File: config.mk
export PLATFORM = sky130hd
export DESIGN_NAME = mem_arbiter_flat
export DESIGN_NICKNAME = d
export VERILOG_FILES = /design/src/rtl/cpu_pkg.sv /design/src/rtl/mem_arbiter_if.sv /design/src/rtl/mem_arbiter_rr_pick2.sv /design/src/rtl/mem_arbiter.sv /design/src/flat_wrapper.sv
export SDC_FILE = /design/constraint.sdc
export NUM_CORES = 1
export LEC_CHECK = 0
export ABC_AREA = 1
export CAP_MARGIN = 20
export CORE_AREA = 2 2 93 162
export DETAILED_ROUTE_END_ITERATION = 6
export DIE_AREA = 0 0 95 164
export PLACE_DENSITY = 0.66
export SYNTH_ARGS = -nofsm -noshare
export SYNTH_HDL_FRONTEND = slang
export SYNTH_SLANG_ARGS = --single-unit
File: constraint.sdc
create_clock -name clk -period 1.75 [get_ports clk]
set_clock_uncertainty 0.2 [all_clocks]
set_input_delay 0.175 -clock clk [delete_from_list [all_inputs] [get_ports clk]]
set_output_delay 0.175 -clock clk [all_outputs]
set_load 0.01 [all_outputs]
File: src/rtl/cpu_pkg.sv
// Shared CPU definitions: memory geometry, requester IDs and the arbiter state encoding.
package cpu_pkg;

  localparam int MEM_AW = 7;
  localparam int MEM_DW = 32;

  localparam logic REQ_I = 1'b0;
  localparam logic REQ_D = 1'b1;

  typedef enum logic [1:0] {
    IDLE,
    ISSUE,
    WAIT,
    RESP
  } arb_state_t;

endpackage

File: src/rtl/mem_arbiter_if.sv
// Bundle of the fetch port, load/store port and memory macro signals around mem_arbiter.
interface mem_arbiter_if #(
  parameter int AW = cpu_pkg::MEM_AW,
  parameter int DW = cpu_pkg::MEM_DW
);

  logic          i_req;
  logic [AW-1:0] i_addr;
  logic          i_gnt;
  logic          i_rvalid;
  logic [DW-1:0] i_rdata;

  logic          d_req;
  logic          d_we;
  logic [3:0]    d_be;
  logic [AW-1:0] d_addr;
  logic [DW-1:0] d_wdata;
  logic          d_gnt;
  logic          d_rvalid;
  logic [DW-1:0] d_rdata;

  logic          mem_en;
  logic          mem_we;
  logic [3:0]    mem_be;
  logic [AW-1:0] mem_addr;
  logic [DW-1:0] mem_wdata;
  logic [DW-1:0] mem_rdata;

  // The arbiter's view: requests and read data in, grants, responses and strobes out.
  modport slave (
    input  i_req, i_addr,
    input  d_req, d_we, d_be, d_addr, d_wdata,
    input  mem_rdata,
    output i_gnt, i_rvalid, i_rdata,
    output d_gnt, d_rvalid, d_rdata,
    output mem_en, mem_we, mem_be, mem_addr, mem_wdata
  );

  modport master (
    output i_req, i_addr,
    output d_req, d_we, d_be, d_addr, d_wdata,
    output mem_rdata,
    input  i_gnt, i_rvalid, i_rdata,
    input  d_gnt, d_rvalid, d_rdata,
    input  mem_en, mem_we, mem_be, mem_addr, mem_wdata
  );

endinterface

File: src/rtl/mem_arbiter_rr_pick2.sv
// Two-way round-robin picker: a lone requester wins, a tie goes to the port not granted last.
module rr_pick2
  import cpu_pkg::*;
(
  input  logic       i_req,
  input  logic       d_req,
  input  logic       last_gnt,
  output logic [1:0] gnt,
  output logic       winner
);

  always_comb begin
    winner = REQ_I;
    gnt    = 2'b00;
    if (i_req && d_req) begin
      winner = (last_gnt == REQ_I) ? REQ_D : REQ_I;
    end else if (d_req) begin
      winner = REQ_D;
    end
    if (i_req || d_req) begin
      gnt = (winner == REQ_D) ? 2'b10 : 2'b01;
    end
  end

endmodule

File: src/rtl/mem_arbiter.sv
// Shares one single-port memory between the fetch (I) and load/store (D) ports,
// one fixed-latency transaction at a time.
module mem_arbiter
  import cpu_pkg::*;
#(
  parameter int LAT = 1
) (
  input  logic          clk,
  input  logic          rst,
  mem_arbiter_if.slave  bus
);

  arb_state_t state;
  arb_state_t state_next;

  logic       last_gnt;
  logic       owner;
  logic       is_store;
  logic [1:0] wait_cnt;

  logic [1:0] pick;
  logic       winner;
  logic       can_grant;
  logic       grant;
  logic       wait_done;

  rr_pick2 u_pick (
    .i_req    (bus.i_req),
    .d_req    (bus.d_req),
    .last_gnt (last_gnt),
    .gnt      (pick),
    .winner   (winner)
  );

  // Grants are only offered when no transaction is in flight (IDLE or RESP) and never under reset.
  always_comb begin
    state_next = state;
    can_grant  = 1'b0;
    unique case (state)
      IDLE, RESP: begin
        can_grant  = !rst;
        state_next = (bus.i_req || bus.d_req) ? ISSUE : IDLE;
      end
      ISSUE: state_next = WAIT;
      WAIT:  state_next = (wait_cnt == 2'd0) ? RESP : WAIT;
      default: state_next = IDLE;
    endcase
  end

  assign grant     = can_grant && (pick != 2'b00);
  assign wait_done = (state == WAIT) && (wait_cnt == 2'd0);
  assign bus.i_gnt = can_grant && pick[0];
  assign bus.d_gnt = can_grant && pick[1];

  always_ff @(posedge clk) begin
    if (rst) begin
      state <= IDLE;
    end else begin
      state <= state_next;
    end
  end

  // The mem_* registers load straight from the granted request, so the strobe lands in ISSUE.
  always_ff @(posedge clk) begin
    if (rst) begin
      last_gnt      <= REQ_I;
      owner         <= REQ_I;
      is_store      <= 1'b0;
      wait_cnt      <= 2'd0;
      bus.mem_en    <= 1'b0;
      bus.mem_we    <= 1'b0;
      bus.mem_be    <= 4'h0;
      bus.mem_addr  <= '0;
      bus.mem_wdata <= '0;
      bus.i_rvalid  <= 1'b0;
      bus.d_rvalid  <= 1'b0;
      bus.i_rdata   <= '0;
      bus.d_rdata   <= '0;
    end else begin
      bus.mem_en    <= 1'b0;
      bus.mem_we    <= 1'b0;
      bus.mem_be    <= 4'h0;
      bus.mem_addr  <= '0;
      bus.mem_wdata <= '0;
      bus.i_rvalid  <= 1'b0;
      bus.d_rvalid  <= 1'b0;

      if (grant) begin
        last_gnt   <= winner;
        owner      <= winner;
        bus.mem_en <= 1'b1;
        if (winner == REQ_D) begin
          is_store      <= bus.d_we;
          bus.mem_we    <= bus.d_we;
          bus.mem_be    <= bus.d_we ? bus.d_be : 4'hF;
          bus.mem_addr  <= bus.d_addr;
          bus.mem_wdata <= bus.d_we ? bus.d_wdata : '0;
        end else begin
          is_store     <= 1'b0;
          bus.mem_be   <= 4'hF;
          bus.mem_addr <= bus.i_addr;
        end
      end

      if (state == ISSUE) begin
        wait_cnt <= 2'(LAT - 1);
      end else if (state == WAIT && wait_cnt != 2'd0) begin
        wait_cnt <= wait_cnt - 2'd1;
      end

      // Each port's rdata register only changes when that port owns the completing access.
      if (wait_done) begin
        if (owner == REQ_D) begin
          bus.d_rvalid <= 1'b1;
          bus.d_rdata  <= is_store ? '0 : bus.mem_rdata;
        end else begin
          bus.i_rvalid <= 1'b1;
          bus.i_rdata  <= bus.mem_rdata;
        end
      end
    end
  end

endmodule

File: src/flat_wrapper.sv
// flat-port wrapper written by rule: the top's interface ports become plain ports
module mem_arbiter_flat import cpu_pkg::*;
#(
  parameter int LAT = 1
)
  (clk, rst, bus_i_req, bus_i_addr, bus_d_req, bus_d_we, bus_d_be, bus_d_addr, bus_d_wdata, bus_mem_rdata, bus_i_gnt, bus_i_rvalid, bus_i_rdata, bus_d_gnt, bus_d_rvalid, bus_d_rdata, bus_mem_en, bus_mem_we, bus_mem_be, bus_mem_addr, bus_mem_wdata);
  mem_arbiter_if #(.AW(7), .DW(32)) bus_i ();
  input  logic clk;
  input  logic rst;
  input wire logic [$bits(bus_i.i_req)-1:0] bus_i_req;
  input wire logic [$bits(bus_i.i_addr)-1:0] bus_i_addr;
  input wire logic [$bits(bus_i.d_req)-1:0] bus_d_req;
  input wire logic [$bits(bus_i.d_we)-1:0] bus_d_we;
  input wire logic [$bits(bus_i.d_be)-1:0] bus_d_be;
  input wire logic [$bits(bus_i.d_addr)-1:0] bus_d_addr;
  input wire logic [$bits(bus_i.d_wdata)-1:0] bus_d_wdata;
  input wire logic [$bits(bus_i.mem_rdata)-1:0] bus_mem_rdata;
  output wire logic [$bits(bus_i.i_gnt)-1:0] bus_i_gnt;
  output wire logic [$bits(bus_i.i_rvalid)-1:0] bus_i_rvalid;
  output wire logic [$bits(bus_i.i_rdata)-1:0] bus_i_rdata;
  output wire logic [$bits(bus_i.d_gnt)-1:0] bus_d_gnt;
  output wire logic [$bits(bus_i.d_rvalid)-1:0] bus_d_rvalid;
  output wire logic [$bits(bus_i.d_rdata)-1:0] bus_d_rdata;
  output wire logic [$bits(bus_i.mem_en)-1:0] bus_mem_en;
  output wire logic [$bits(bus_i.mem_we)-1:0] bus_mem_we;
  output wire logic [$bits(bus_i.mem_be)-1:0] bus_mem_be;
  output wire logic [$bits(bus_i.mem_addr)-1:0] bus_mem_addr;
  output wire logic [$bits(bus_i.mem_wdata)-1:0] bus_mem_wdata;
  assign bus_i.i_req = bus_i_req;
  assign bus_i.i_addr = bus_i_addr;
  assign bus_i.d_req = bus_d_req;
  assign bus_i.d_we = bus_d_we;
  assign bus_i.d_be = bus_d_be;
  assign bus_i.d_addr = bus_d_addr;
  assign bus_i.d_wdata = bus_d_wdata;
  assign bus_i.mem_rdata = bus_mem_rdata;
  assign bus_i_gnt = bus_i.i_gnt;
  assign bus_i_rvalid = bus_i.i_rvalid;
  assign bus_i_rdata = bus_i.i_rdata;
  assign bus_d_gnt = bus_i.d_gnt;
  assign bus_d_rvalid = bus_i.d_rvalid;
  assign bus_d_rdata = bus_i.d_rdata;
  assign bus_mem_en = bus_i.mem_en;
  assign bus_mem_we = bus_i.mem_we;
  assign bus_mem_be = bus_i.mem_be;
  assign bus_mem_addr = bus_i.mem_addr;
  assign bus_mem_wdata = bus_i.mem_wdata;
  mem_arbiter #(.LAT(LAT)) u_core (.clk(clk), .rst(rst), .bus(bus_i));
endmodule
==> reports/qor.txt <==
Run status - finished, violations left
Failing checks - negative setup slack
Cts bufs inserted - 17
N_diodes - 0
Reg2Reg Setup Slack - 0.08 ns
Drt via density - 4.381
CTS Hold Bufs - 0
Maximum number of pins on one net before global-route repair - 38
Min-Delay Path Depth - 3
RR Startpoint - u_core.state[0]
Compound-gate portion of the synthesized area - 12.47%
Setup crit end kind - primary output
Register area share after synthesis - 56.10%
Adder-cell share of the synthesized area - 0.8990%
Layout net count - 781
CP Data Required Time - 1.37 ns
Post-DP HPWL - 8875 um
Clock transition at path regs - 0.05 ns
Total of warnings raised by yosys - 0
Port Buffers - 199
Worst r2r path cells - 10
Final hold vios - 0
GRT Resource Usage Total - 15.41%
Hold EP - u_core.bus.mem_wdata[19]
Final setup fails - 2
Most common cell after layout, fill and taps aside - clkdlybuf4s50_1
Hold path startpoint - bus_d_wdata[19]
Library cells used by synthesis - 24
Number of max-cap violations - 0
Largest family of logic cells by synthesized area - simple AND/OR/NAND/NOR gates
Critical R2R Capture - u_core.is_store
Routed wire per std cell - 13.45 um
CP max stage delay - 0.33 ns
Die area - 0.01558 mm2
Initial antenna violation count - 0
Share of cells above drive strength 1 - 14.81%
TritonCTS clock tree - built
Max Freq - 547.0 MHz
Rows - 58
Placeable core region - 0.01430 mm2
Final worst setup slack - -0.07810 ns
I/O pin cnt - 200
Synthesized instance count - 478
Crit-path slowest cell - dfxtp_2
Crit-path cells - inv_2 -> ha_4 -> inv_2 -> nor2_4 -> nand2_2 -> nor2_2 -> buf_2
# DRC - 0
Relative slew margins - 77.05%
Fin crit period - 1.828 ns
Synth Area in XOR/XNOR - 0%
RSZ-0062 raised after global routing - true
GPL Wtd Cong - 0.7930
Routed wire length - 11870 um
Mean Syn Cell Area - 8.735 um2
Crit path max-delay family - flip-flops
Clock Path Buffers - 2
Worst Path Buf+Inv - 3
Max-slew violations - 0
Simple-gate portion of the synthesized area - 20.32%
Crit start category - register
Crit share post-route - 104.5%
Sink Count - 117
Latest clock arrival within the worst-skew pair - 0.39 ns
Peak VDD IR - 0.7241 mV
Die width - 95 um
Via count - 3864
Post-route ant nets - 0
Commonest cells after routing, fill and taps aside - clkdlybuf4s50_1, dfxtp_1, nor2_1
Critical path type - reg -> out
Placed Area - 0.006382 mm2
Power Density - 1283 mW/mm2
Mux cell area share after synthesis - 0%
GRT overflow - 0
Cell mode on critical path - inv_2
Actual slew at the worst max-slew pin - 0.3442 ns
Design area - 0.006982 mm2
FF+latch count, synth - 117
Initial drt markers - 81
Area grow syn2layout - 67.22%
HP Class - in -> reg
Crit-path max FO - 3
Die height - 164 um
Syn_nets - 568
Fillers - 1360
Initial Util - 29.21%
Leak - 3.046 nW
H-tree Lvls - 4
Router iterations before antenna repair - 4
Post-Syn Area - 0.004175 mm2
Clock Tree Root - clkbuf_16
Number of global-route vias before repair - 3905
First-pass GRT wire length - 18620 um
CP Data Arrival Time - 1.45 ns
Setup tns final - -0.1503 ns
## sequential cells by signal, summed over array words and instances, names as in the netlist
name / flops
u_core.bus.mem_en: 1
u_core.last_gnt: 1
u_core.bus.i_rvalid: 1
u_core.bus.mem_wdata: 32
u_core.bus.mem_addr: 7
u_core.bus.mem_be: 4
u_core.is_store: 1
u_core.state: 2
u_core.bus.d_rvalid: 1
u_core.bus.i_rdata: 32
u_core.wait_cnt: 2
u_core.bus.mem_we: 1
u_core.bus.d_rdata: 32
## cells in the mapped netlist
cell type  count  area share (%)
o21ai_1        4            0.48
or2_2          2            0.30
nand4_2        1            0.30
nand3_2        1            0.24
nand3_1       31             3.7
a21oi_2        1            0.21
nor2_4         3            0.81
buf_4          1            0.18
nand2_4        2            0.54
nand2_1       52             4.7
inv_2          5            0.45
nand2_2        2            0.30
buf_2          6            0.72
buf_6         15             4.0
nor2_1       105             9.4
inv_1         46             4.1
o21ai_0       31             3.7
dfxtp_1      117              56
a21oi_1       15             1.8
o31ai_1        1            0.18
ha_1           3            0.90
clkbuf_8       1            0.33
clkbuf_1       4            0.36
o21ai_2       29             6.1
## stage by stage
| step | util (%) | cells | hold WS, ns | setup slack (ns) | power, mW |
|---|---|---|---|---|---|
| finish | 48.84 | 882 | 0.1003 | -0.07810 | 8.959 |
| global route | 48.84 | 882 | 0.09434 | -0.1818 | 9.433 |
| CTS | 48.64 | 881 | 0.08169 | -0.1566 | 9.060 |
| detailed placement | 44.64 | 850 | 0.2592 | -0.1807 | 5.713 |
| global placement | 44.64 | 850 | 0.2414 | -0.1575 | 5.668 |
| floorplan | - | 478 | 0.04169 | 0.09867 | 4.354 |
## what timing repair did
action,CTS,global route
setup buffers,1,1
endpoints found under the setup margin,31,4
pin swaps,3,3
gates resized for setup,14,6
gates cloned,0,0
## layout make-up
type	instances	area [um2]	share of cell area [%]
flip-flops and latches	117	2344	33.57
repair buffers	221	2240	32.08
multi-input cells	283	1424	20.39
clock buffers	20	446.7	6.398
well taps	180	225.2	3.226
inverters	51	193.9	2.778
clock inverters	10	108.9	1.559
## power by group
| group | internal [mW] | switching, mW | total (mW) | leakage (nW) |
|---|---|---|---|---|
| logic | 1.27 | 1.14 | 2.41 | 1.82 |
| registers | 3.10 | 0.197 | 3.30 | 0.951 |
| clock network | 2.10 | 1.15 | 3.25 | 0.271 |
| total | 6.48 | 2.48 | 8.96 | 3.05 |
## metal layers
| layer | vias up | share of wire (%) | track usage [%] |
|---|---|---|---|
| li1 | 1925 | - | - |
| met2 | 138 | 55 | 28.76 |
| met4 | 0 | 1.3 | 5.731 |
| met1 | 1792 | 36 | 15.26 |
| met3 | 9 | 7.9 | 5.459 |
| met5 | - | 0 | 0 |
## how the worst max path moves through the flow
stage	startpoint	endpoint	depth (start not counted)
2_1_floorplan	u_core.state[0]	bus_i_gnt	7
3_3_place_gp	bus_d_req	bus_i_gnt	6
3_5_place_dp	u_core.state[0]	bus_i_gnt	7
4_1_cts	u_core.state[0]	bus_i_gnt	7
5_1_grt	u_core.state[0]	bus_i_gnt	7
6_report	u_core.state[0]	bus_i_gnt	7
## cells by family after synthesis
group                    after synthesis
AND/OR/NAND/NOR                      199
flip-flops                           117
AO/OA/AOI/OAI                         81
buffers and inverters                 78
adder cells (fa/ha/maj)                3
## worst reg2reg max path: stages, from the launching register on
cell	delay, ns
dfxtp_2	0.33
inv_2	0.05
ha_4	0.26
inv_2	0.04
nor2_4	0.11
nand2_2	0.07
buf_4	0.13
buf_4	0.13
buf_12	0.14
nand2_1	0.05
a21oi_1	0.05
No activity file was read; power rests on OpenSTA's default activity.
